`config.mk`:
```
export PLATFORM = sky130hd
export DESIGN_NAME = ascii_line_receiver
export DESIGN_NICKNAME = d
export VERILOG_FILES = /design/src/rtl/ascii_line_receiver_pkg.sv /design/src/rtl/ascii_line_receiver_pattern_cmp.sv /design/src/rtl/ascii_line_receiver.sv
export SDC_FILE = /design/constraint.sdc
export NUM_CORES = 1
export LEC_CHECK = 0
export BUFFER_PORTS_ARGS = -buffer_cell sky130_fd_sc_hd__buf_2
export CORE_MARGIN = 2
export CORE_UTILIZATION = 45
export CTS_CLUSTER_DIAMETER = 60
export DETAILED_ROUTE_END_ITERATION = 6
export SLEW_MARGIN = 20
export SYNTH_ARGS = -nofsm -noshare
export SYNTH_HDL_FRONTEND = slang
export SYNTH_SLANG_ARGS = --single-unit
```
`constraint.sdc`:
```
create_clock -name clk -period 12.1 [get_ports clk]
set_clock_uncertainty 0.05 [all_clocks]
set_input_delay 2.42 -clock clk [delete_from_list [all_inputs] [get_ports clk]]
set_output_delay 2.42 -clock clk [all_outputs]
set_load 0.01 [all_outputs]
```
`src/rtl/ascii_line_receiver_pkg.sv`:
```
// Shared constants, state encodings and byte classification for the ASCII line receiver.
package ascii_line_receiver_pkg;

    localparam logic [7:0] ASCII_CR  = 8'h0D;
    localparam logic [7:0] ASCII_LF  = 8'h0A;
    localparam logic [7:0] ASCII_BS  = 8'h08;
    localparam logic [7:0] ASCII_DEL = 8'h7F;

    // Keyword pattern; the first character sits in the most significant byte.
    localparam int                   PAT_LEN   = 5;
    localparam logic [PAT_LEN*8-1:0] PAT_HELLO = "hello";

    // Receiver states, kept as plain constants for compatibility with older tooling.
    localparam logic [0:0] ST_COLLECT = 1'b0;
    localparam logic [0:0] ST_DISCARD = 1'b1;

    typedef enum logic [1:0] {
        CLS_DATA  = 2'd0,
        CLS_TERM  = 2'd1,
        CLS_ERASE = 2'd2
    } byte_class_e;

    // Sort a received byte into terminator, erase or ordinary data.
    function automatic byte_class_e classify_byte(input logic [7:0] b);
        byte_class_e cls;
        if (b == ASCII_CR || b == ASCII_LF) begin
            cls = CLS_TERM;
        end else if (b == ASCII_BS || b == ASCII_DEL) begin
            cls = CLS_ERASE;
        end else begin
            cls = CLS_DATA;
        end
        return cls;
    endfunction

endpackage

```
`src/rtl/ascii_line_receiver_pattern_cmp.sv`:
```
// Combinational keyword comparator: matches when the line length equals the
// pattern length and the leading buffer bytes equal the pattern.
module ascii_pattern_cmp
    import ascii_line_receiver_pkg::*;
#(
    parameter int                       PAT_LEN_P = PAT_LEN,
    parameter int                       CNT_W     = 5,
    parameter logic [PAT_LEN_P*8-1:0]   PATTERN   = PAT_HELLO
) (
    input  logic [PAT_LEN_P*8-1:0] slice,
    input  logic [CNT_W-1:0]       count,
    output logic                   match
);

    localparam logic [CNT_W-1:0] PAT_CNT = CNT_W'(PAT_LEN_P);

    assign match = (count == PAT_CNT) && (slice == PATTERN);

endmodule

```
`src/rtl/ascii_line_receiver.sv`:
```
// Line assembler behind a UART RX: buffers bytes with backspace editing, reports
// length / keyword match / overflow one cycle after a CR or LF terminator.
module ascii_line_receiver
    import ascii_line_receiver_pkg::*;
#(
    parameter int ADDR_W = 4
) (
    input  logic              clk,
    input  logic              reset,
    input  logic              rx_done,
    input  logic [7:0]        rx_data,
    input  logic [ADDR_W-1:0] rd_addr,
    output logic [7:0]        rd_data,
    output logic              line_done,
    output logic [ADDR_W:0]   line_len,
    output logic              line_match,
    output logic              line_overflow,
    output logic              busy
);

    localparam int              MAX_LEN = 2**ADDR_W;
    localparam logic [ADDR_W:0] MAX_CNT = (ADDR_W+1)'(MAX_LEN);
    localparam logic [ADDR_W:0] CNT_ONE = (ADDR_W+1)'(1);

    // Register array (not block RAM) so that reset can clear every entry.
    logic [7:0]           line_buf [MAX_LEN];
    logic [ADDR_W:0]      count;
    logic [0:0]           state;

    byte_class_e          byte_cls_p0;
    logic                 wr_en_p0;
    logic                 hello_hit_p0;
    logic [PAT_LEN*8-1:0] pat_slice_p0;

    // ---- stage p0: decode the incoming byte against the registered buffer ----
    assign byte_cls_p0 = classify_byte(rx_data);
    assign wr_en_p0    = rx_done && (state == ST_COLLECT) &&
                         (byte_cls_p0 == CLS_DATA) && (count < MAX_CNT);

    assign rd_data = line_buf[rd_addr];
    assign busy    = (count != '0) || (state == ST_DISCARD);

    // Gather the leading buffer entries, first character in the top byte.
    always_comb begin
        pat_slice_p0 = '0;
        for (int i = 0; i < PAT_LEN; i++) begin
            pat_slice_p0[(PAT_LEN-1-i)*8 +: 8] = line_buf[i];
        end
    end

    ascii_pattern_cmp #(
        .PAT_LEN_P (PAT_LEN),
        .CNT_W     (ADDR_W+1),
        .PATTERN   (PAT_HELLO)
    ) u_hello_cmp (
        .slice (pat_slice_p0),
        .count (count),
        .match (hello_hit_p0)
    );

    // Store DATA bytes at the write position; reset wipes the whole buffer.
    always_ff @(posedge clk or posedge reset) begin
        if (reset) begin
            for (int i = 0; i < MAX_LEN; i++) begin
                line_buf[i] <= 8'h00;
            end
        end else if (wr_en_p0) begin
            line_buf[count[ADDR_W-1:0]] <= rx_data;
        end
    end

    // ---- stage p1: line state machine and held line report ----
    // Track fill level / discard mode and publish the result on a terminator.
    always_ff @(posedge clk or posedge reset) begin
        if (reset) begin
            state         <= ST_COLLECT;
            count         <= '0;
            line_done     <= 1'b0;
            line_len      <= '0;
            line_match    <= 1'b0;
            line_overflow <= 1'b0;
        end else begin
            line_done <= 1'b0;
            if (rx_done) begin
                case (state)
                    ST_COLLECT: begin
                        unique case (byte_cls_p0)
                            CLS_DATA: begin
                                if (count < MAX_CNT) begin
                                    count <= count + CNT_ONE;
                                end else begin
                                    state <= ST_DISCARD;
                                end
                            end
                            CLS_ERASE: begin
                                if (count != '0) begin
                                    count <= count - CNT_ONE;
                                end
                            end
                            CLS_TERM: begin
                                // Empty lines (including the LF of CR+LF) stay silent.
                                if (count != '0) begin
                                    line_done     <= 1'b1;
                                    line_len      <= count;
                                    line_overflow <= 1'b0;
                                    line_match    <= hello_hit_p0;
                                    count         <= '0;
                                end
                            end
                            default: begin
                                count <= count;
                            end
                        endcase
                    end
                    ST_DISCARD: begin
                        if (byte_cls_p0 == CLS_TERM) begin
                            line_done     <= 1'b1;
                            line_len      <= MAX_CNT;
                            line_overflow <= 1'b1;
                            line_match    <= 1'b0;
                            count         <= '0;
                            state         <= ST_COLLECT;
                        end
                    end
                    default: begin
                        state <= ST_COLLECT;
                    end
                endcase
            end
        end
    end

endmodule
```
==> metrics.yaml, run 1 <==
floorplanning:
  die-area_mm2: 0.0161
  die_h_um: 127
  io_pins: 32
  core_mm2: 0.0146
  initial_core_util_pct: 46.3
  die_w_um: 127
  rows: 44
worst_setup_path:
  crit_chain: "buf_2, mux4_2, mux4_2, buf_2"
  crit_slowest_cell: "buf_2"
  r2r_cells: 4
  required_ns: 9.63
  crit_arrival_ns: 4.31
  worst_setup_path_end_kind: "primary output"
  r2r-end: "line_buf[22]$_DFFE_PP0P_"
  r2r-start: "state$_DFFE_PP0P_"
  slowest_delay_ns: 0.64
  r2r_slack_ns: 9.67
  crit_type: "in -> out"
  crit_buf_inv: 2
  startpoint_type: "input pin"
  critPathTopFamily: "multiplexers"
  crit_cells: 4
  crit_path_max_fanout: 32
cells_and_area:
  n_antenna_cell: 0
  fin_nets: 496
  synthToLayoutAreaGrowth_pct: 12.0
  layout-drive-gt1-share_pct: 48.1
  final_util_pct: 51.9
  fin_area_mm2: 0.00760
  fill_cells: 1205
timing:
  report.final.slew_viol_count: 0
  min_period_ns: 6.78
  rsz0062_at_grt: "false"
  max_freq_mhz: 147
  max_slew_margin_pct: 44.1
  period_share_pct: 56.0
  fin_tns_setup_ns: 0
  hold_viol_final: 0
  worst_slew_pin_slew_ns: 0.839
  holdWs_ns: 0.423
  fin_ws_ns: 5.32
  setup_viol: 0
power:
  leakage_nw: 3.69
  ir_worst_vdd_mv: 0.0982
  powerDensity_mw_per_mm2: 134
global_route:
  antenna_found_initial: 0
  grt.met1_usage_pct: 28.1
  grtUsageMet3_pct: 5.44
  grt_usage_pct: 21.3
  grt_busiest_layer: "met2"
  met2_usage_pct: 34.3
  grt_pass1_wl_mm: 25.1
  grt_max_degree: 84
  grt-ovfl-total: 0
  grt_pass1_vias: 4238
yosys:
  synth_cell_type_count: 50
  synth-edff-count: 0
  synth-xor-area-share_pct: 0.387
  yosysTopAreaCellShare_pct: 52.4
  ys_async_sr_fraction_pct: 100
  synth_top_family_by_area: "multiplexers"
  synth-compound-area-share_pct: 2.34
  yosysWarnings: 0
  synth_ff_type: "dfrtp_1"
  muxShareOfSynthArea_pct: 34.5
  synthAdderAreaFrac_pct: 0.849
  ys_seq_area_share_pct: 52.4
  syn_area_mm2: 0.00678
  yosys-top-cells-count: "dfrtp_1, mux2_2, mux4_2"
  post-synth-top-area-cell: "dfrtp_1"
  synth-simple-area-share_pct: 7.07
  post_synth.cell_area_avg_um2: 14.8
  synth_fp_nets: 477
  ys_seq_elements: 142
  synth_cells: 458
  netlist_top_cells_area: "dfrtp_1, mux2_2, mux4_2"
  synth_most_common_cell: "dfrtp_1"
min_path:
  hp-start: "line_match$_DFFE_PP0P_"
  hold_end: "line_match$_DFFE_PP0P_"
  hold_depth: 2
  holdCritPathClass: "reg -> reg"
flow_run:
  max_cap_violations: 0
placement:
  place_congestion: 0.759
  hpwl_mm: 10.3
  numPortBuffers: 31
  place_area_mm2: 0.00705
  place_worst_setup_slack_ns: 5.05
route:
  wl_per_cell_um: 23.6
  drcViolationCount: 0
  drt_iter0_markers: 303
  routed_wl_mm: 15.9
  dr.pass1.iters: 4
  avgViaCountPerCell: 5.92
  ant_nets: 0
  num_vias: 3981
clocking:
  clkTransAtPathRegs_ns: 0.06
  cts_resized: 0
  cts_sinks: 142
  cts_setup_buffers: 0
  cts_tree: "yes"
  ctsLongestPathBuffers: 2
  hold_buffers: 0
  cts-buffers-inserted: 17
  root_buffer: "clkbuf_16"
  cts_max_level: 4
  clk_latency_ns: 0.42
outcome:
  status: "finished clean"
==> metrics by stage <==
| stage | cells | power [mW] |
|---|---|---|
| 6_report | 673 | 1.01 |
| 5_1_grt | 673 | 1.05 |
| 4_1_cts | 673 | 1.02 |
| 3_5_place_dp | 642 | 0.537 |
| 3_3_place_gp | 642 | 0.535 |
| 2_1_floorplan | 458 | 0.523 |
==> area by class of cell <==
| cell class | instances | area [um2] | share of cell area [%] |
|---|---|---|---|
| Sequential cell | 142 | 3550 | 46.8 |
| Multi-Input combinational cell | 276 | 3060 | 40.3 |
| Clock buffer | 24 | 482 | 6.34 |
| Tap cell | 184 | 230 | 3.03 |
| Timing Repair Buffer | 32 | 169 | 2.22 |
| Clock inverter | 7 | 62.6 | 0.824 |
| Inverter | 8 | 35.0 | 0.461 |
==> flip-flops by register name (all words and copies together), names as in the netlist <==
register,cells
line_match,1
line_done,1
line_buf,128
state,1
count,5
line_overflow,1
line_len,5
==> worst register-to-register path: stages (launching register included) <==
cell and delay [ns]:
dfrtp_1 0.46, nand2b_1 0.44, nor3_2 0.38, nand2_1 0.51, mux2_2 0.46
==> worst max path at each step <==
stage,endpoint,slack (ns),startpoint
5_1_grt,rd_data[0],5.26,rd_addr[1]
3_5_place_dp,rd_data[1],5.05,rd_addr[0]
4_1_cts,rd_data[1],5.05,rd_addr[0]
6_report,rd_data[1],5.32,rd_addr[1]
3_3_place_gp,rd_data[7],5.14,rd_addr[0]
2_1_floorplan,rd_data[7],5.39,rd_addr[0]
==> placed cells by master, fill, tap and decap left out, types with 2 or more instances in the layout <==
cell type,netlist,routed
dfrtp_1,142,142
mux2_2,123,123
mux4_2,40,40
buf_2,4,30
nand2_1,24,24
clkbuf_16,0,17
nor2_1,9,9
inv_1,8,7
nand2b_1,6,6
nand2_2,6,6
mux2_1,5,5
clkinv_2,0,5
nor4_1,4,4
nor3_1,4,4
o21ai_0,4,4
nand4_1,4,4
clkbuf_1,21,4
nand3_1,3,3
a21o_1,3,3
o31ai_1,3,3
ha_1,3,3
clkbuf_8,0,3
nor3b_1,2,2
o211ai_1,2,2
nand4b_1,2,2
a21oi_1,2,2
xor2_1,2,2
a22o_1,2,2
nor4b_1,2,2
==> layer usage <==
layer	up-vias	wire, um
met4	0	413
met3	34	937
met2	112	7780
li1	1750	-
met5	-	0
met1	2085	6750
==> power by group <==
group | switching (mW) | leakage, nW | internal [mW]
combinational | 0.0304 | 1.45 | 0.0135
sequential | 0.00460 | 1.97 | 0.478
clock | 0.192 | 0.270 | 0.296
==> logic make-up (layout without fill, tap and decap cells) <==
kind of cell / count (synthesis) / count (layout)
AO/OA/AOI/OAI: 22 / 22
XOR/XNOR: 3 / 3
adder cells (fa/ha/maj): 4 / 4
buffers and inverters: 40 / 71
flip-flops: 142 / 142
multiplexers: 168 / 168
AND/OR/NAND/NOR: 79 / 79
Power figures use the tool's default switching activity.
==> inputs of run 2 (changes only) <==
==> constraint.sdc (replaced) <==
create_clock -name clk -period 5.7 [get_ports clk]
set_clock_uncertainty 0.05 [all_clocks]
set_input_delay 1.14 -clock clk [delete_from_list [all_inputs] [get_ports clk]]
set_output_delay 1.14 -clock clk [all_outputs]
set_load 0.01 [all_outputs]
==> metrics.yaml, run 2 (synthesis gave the netlist of run 1 again) <==
clocking:
  ctsLongestPathBuffers: 2
  cts_tree: "yes"
  clk_latency_ns: 0.42
  cts_setup_buffers: 0
  cts_resized: 0
  cts-buffers-inserted: 17
  cts_max_level: 4
  hold_buffers: 0
  root_buffer: "clkbuf_16"
  clkTransAtPathRegs_ns: 0.06
  cts_sinks: 142
cells_and_area:
  layout_commonest_cell: "dfrtp_1"
  layout-drive-gt1-share_pct: 48.6
  synthToLayoutAreaGrowth_pct: 13.2
  n_antenna_cell: 0
  finalNonFillerCells: 674
  fin_nets: 498
  layout_common_cells: "dfrtp_1, mux2_2, mux4_2"
  largest_register_ff_count: 128
  regMostFlops: "line_buf"
  largestRegisters: "line_buf: 128 flops, count: 5 flops, line_len: 5 flops"
  final_util_pct: 52.4
route:
  avgViaCountPerCell: 5.86
  ant_nets: 0
  drt_iter0_markers: 240
  dr.pass1.iters: 5
  num_vias: 3953
  met2_length_mm: 8.14
  drcViolationCount: 0
  wl_per_cell_um: 23.6
  routed_wl_mm: 15.9
  top_layer_used: "met4"
  drt-met1-wl_mm: 6.60
  dr_wl_met3_mm: 1.01
power:
  seqPwrFrac_pct: 45.2
  leakage_nw: 3.73
  p_sw_mw: 0.471
  p_comb_share_pct: 4.2
  power_frac_clock_pct: 50.6
  powerDensity_mw_per_mm2: 295
  ir_worst_vdd_mv: 0.236
  p_int_mw: 1.80
  swShare_pct: 20.8
  power_mw: 2.27
timing:
  hold_viol_final: 0
  report.final.slew_viol_count: 0
  period_share_pct: 74.7
  holdWs_ns: 0.418
  rsz0062_at_grt: "false"
  fin_tns_setup_ns: 0
  max_slew_margin_pct: 39.2
  setup_viol: 0
  min_period_ns: 4.26
  max_freq_mhz: 235
  worst_slew_pin_slew_ns: 0.911
outcome:
  status: "finished clean"
worst_setup_path:
  critPathTopFamily: "multiplexers"
  r2r_slack_ns: 3.23
  required_ns: 4.51
  worst_setup_path_end_kind: "primary output"
  crit_slowest_cell: "buf_2"
  crit_start: "rd_addr[1]"
  crit_cells: 4
  startpoint_type: "input pin"
  crit_arrival_ns: 3.07
  crit_buf_inv: 2
  r2r-start: "state$_DFFE_PP0P_"
  r2r_cells: 4
  crit_end: "rd_data[1]"
  crit_chain: "buf_2, mux4_2, mux4_2, buf_2"
  crit_path_max_fanout: 32
  crit_type: "in -> out"
  slowest_delay_ns: 0.69
  r2r-end: "line_buf[22]$_DFFE_PP0P_"
global_route:
  grt_usage_pct: 21.9
  grt-ovfl-total: 0
  grt_pass1_wl_mm: 26.0
  grt_pass1_vias: 4333
  grt_max_degree: 97
  antenna_found_initial: 1
floorplanning:
  die_w_um: 127
  core_mm2: 0.0146
  die-area_mm2: 0.0161
  io_pins: 32
  rows: 44
  die_h_um: 127
  initial_core_util_pct: 46.3
placement:
  place_congestion: 0.789
  hpwl_mm: 10.2
  numPlacedInstances: 644
  numPortBuffers: 31
min_path:
  holdCritPathClass: "reg -> reg"
flow_run:
  max_cap_violations: 0
-- run 2: stage by stage --
| stage | worst slack (ns) | instance area [um2] |
|---|---|---|
| floorplan | 0.700 | 6780 |
| global placement | 1.47 | 7060 |
| detailed placement | 1.45 | 7060 |
| CTS | 1.44 | 7680 |
| global route | 1.38 | 7680 |
| finish | 1.44 | 7680 |
-- run 2: worst reg2reg max path: stages, from the launching register on --
cell,delay (ns)
dfrtp_1,0.46
nand2b_1,0.43
nor3_2,0.38
nand2_1,0.54
mux2_2,0.48
-- run 2: layout make-up --
cell class	count	area, um2
Sequential cell	142	3550
Clock buffer	25	515
Fill cell	1227	6970
Timing Repair Buffer	34	178
Inverter	8	35.0
Clock inverter	5	103
Multi-Input combinational cell	276	3060
Tap cell	184	230
-- run 2: metal layers --
metal,track usage (%),vias to the layer above
li1,-,1769
met1,27.9,2071
met2,36.3,94
met3,7.21,19
met4,6.14,0
met5,0,-
-- run 2: power groups by stage --
stage	clock (mW)	combinational, mW	sequential, mW
6_report	1.15	0.0953	1.03
5_1_grt	1.22	0.107	1.03
4_1_cts	1.17	0.0976	1.03
3_5_place_dp	0	0.0976	1.04
3_3_place_gp	0	0.0954	1.04
2_1_floorplan	0	0.0715	1.04
-- run 2: how the worst min path moves through the flow --
stage,cells past startpoint,end,start
after floorplan,1,line_buf[45]$_DFFE_PP0P_,line_buf[45]$_DFFE_PP0P_
after global placement,2,line_match$_DFFE_PP0P_,line_match$_DFFE_PP0P_
after detailed placement,2,line_len[1]$_DFFE_PP0P_,line_len[1]$_DFFE_PP0P_
after CTS,2,line_len[1]$_DFFE_PP0P_,line_len[1]$_DFFE_PP0P_
after global routing,2,line_len[3]$_DFFE_PP0P_,line_len[3]$_DFFE_PP0P_
final,2,line_len[1]$_DFFE_PP0P_,line_len[1]$_DFFE_PP0P_
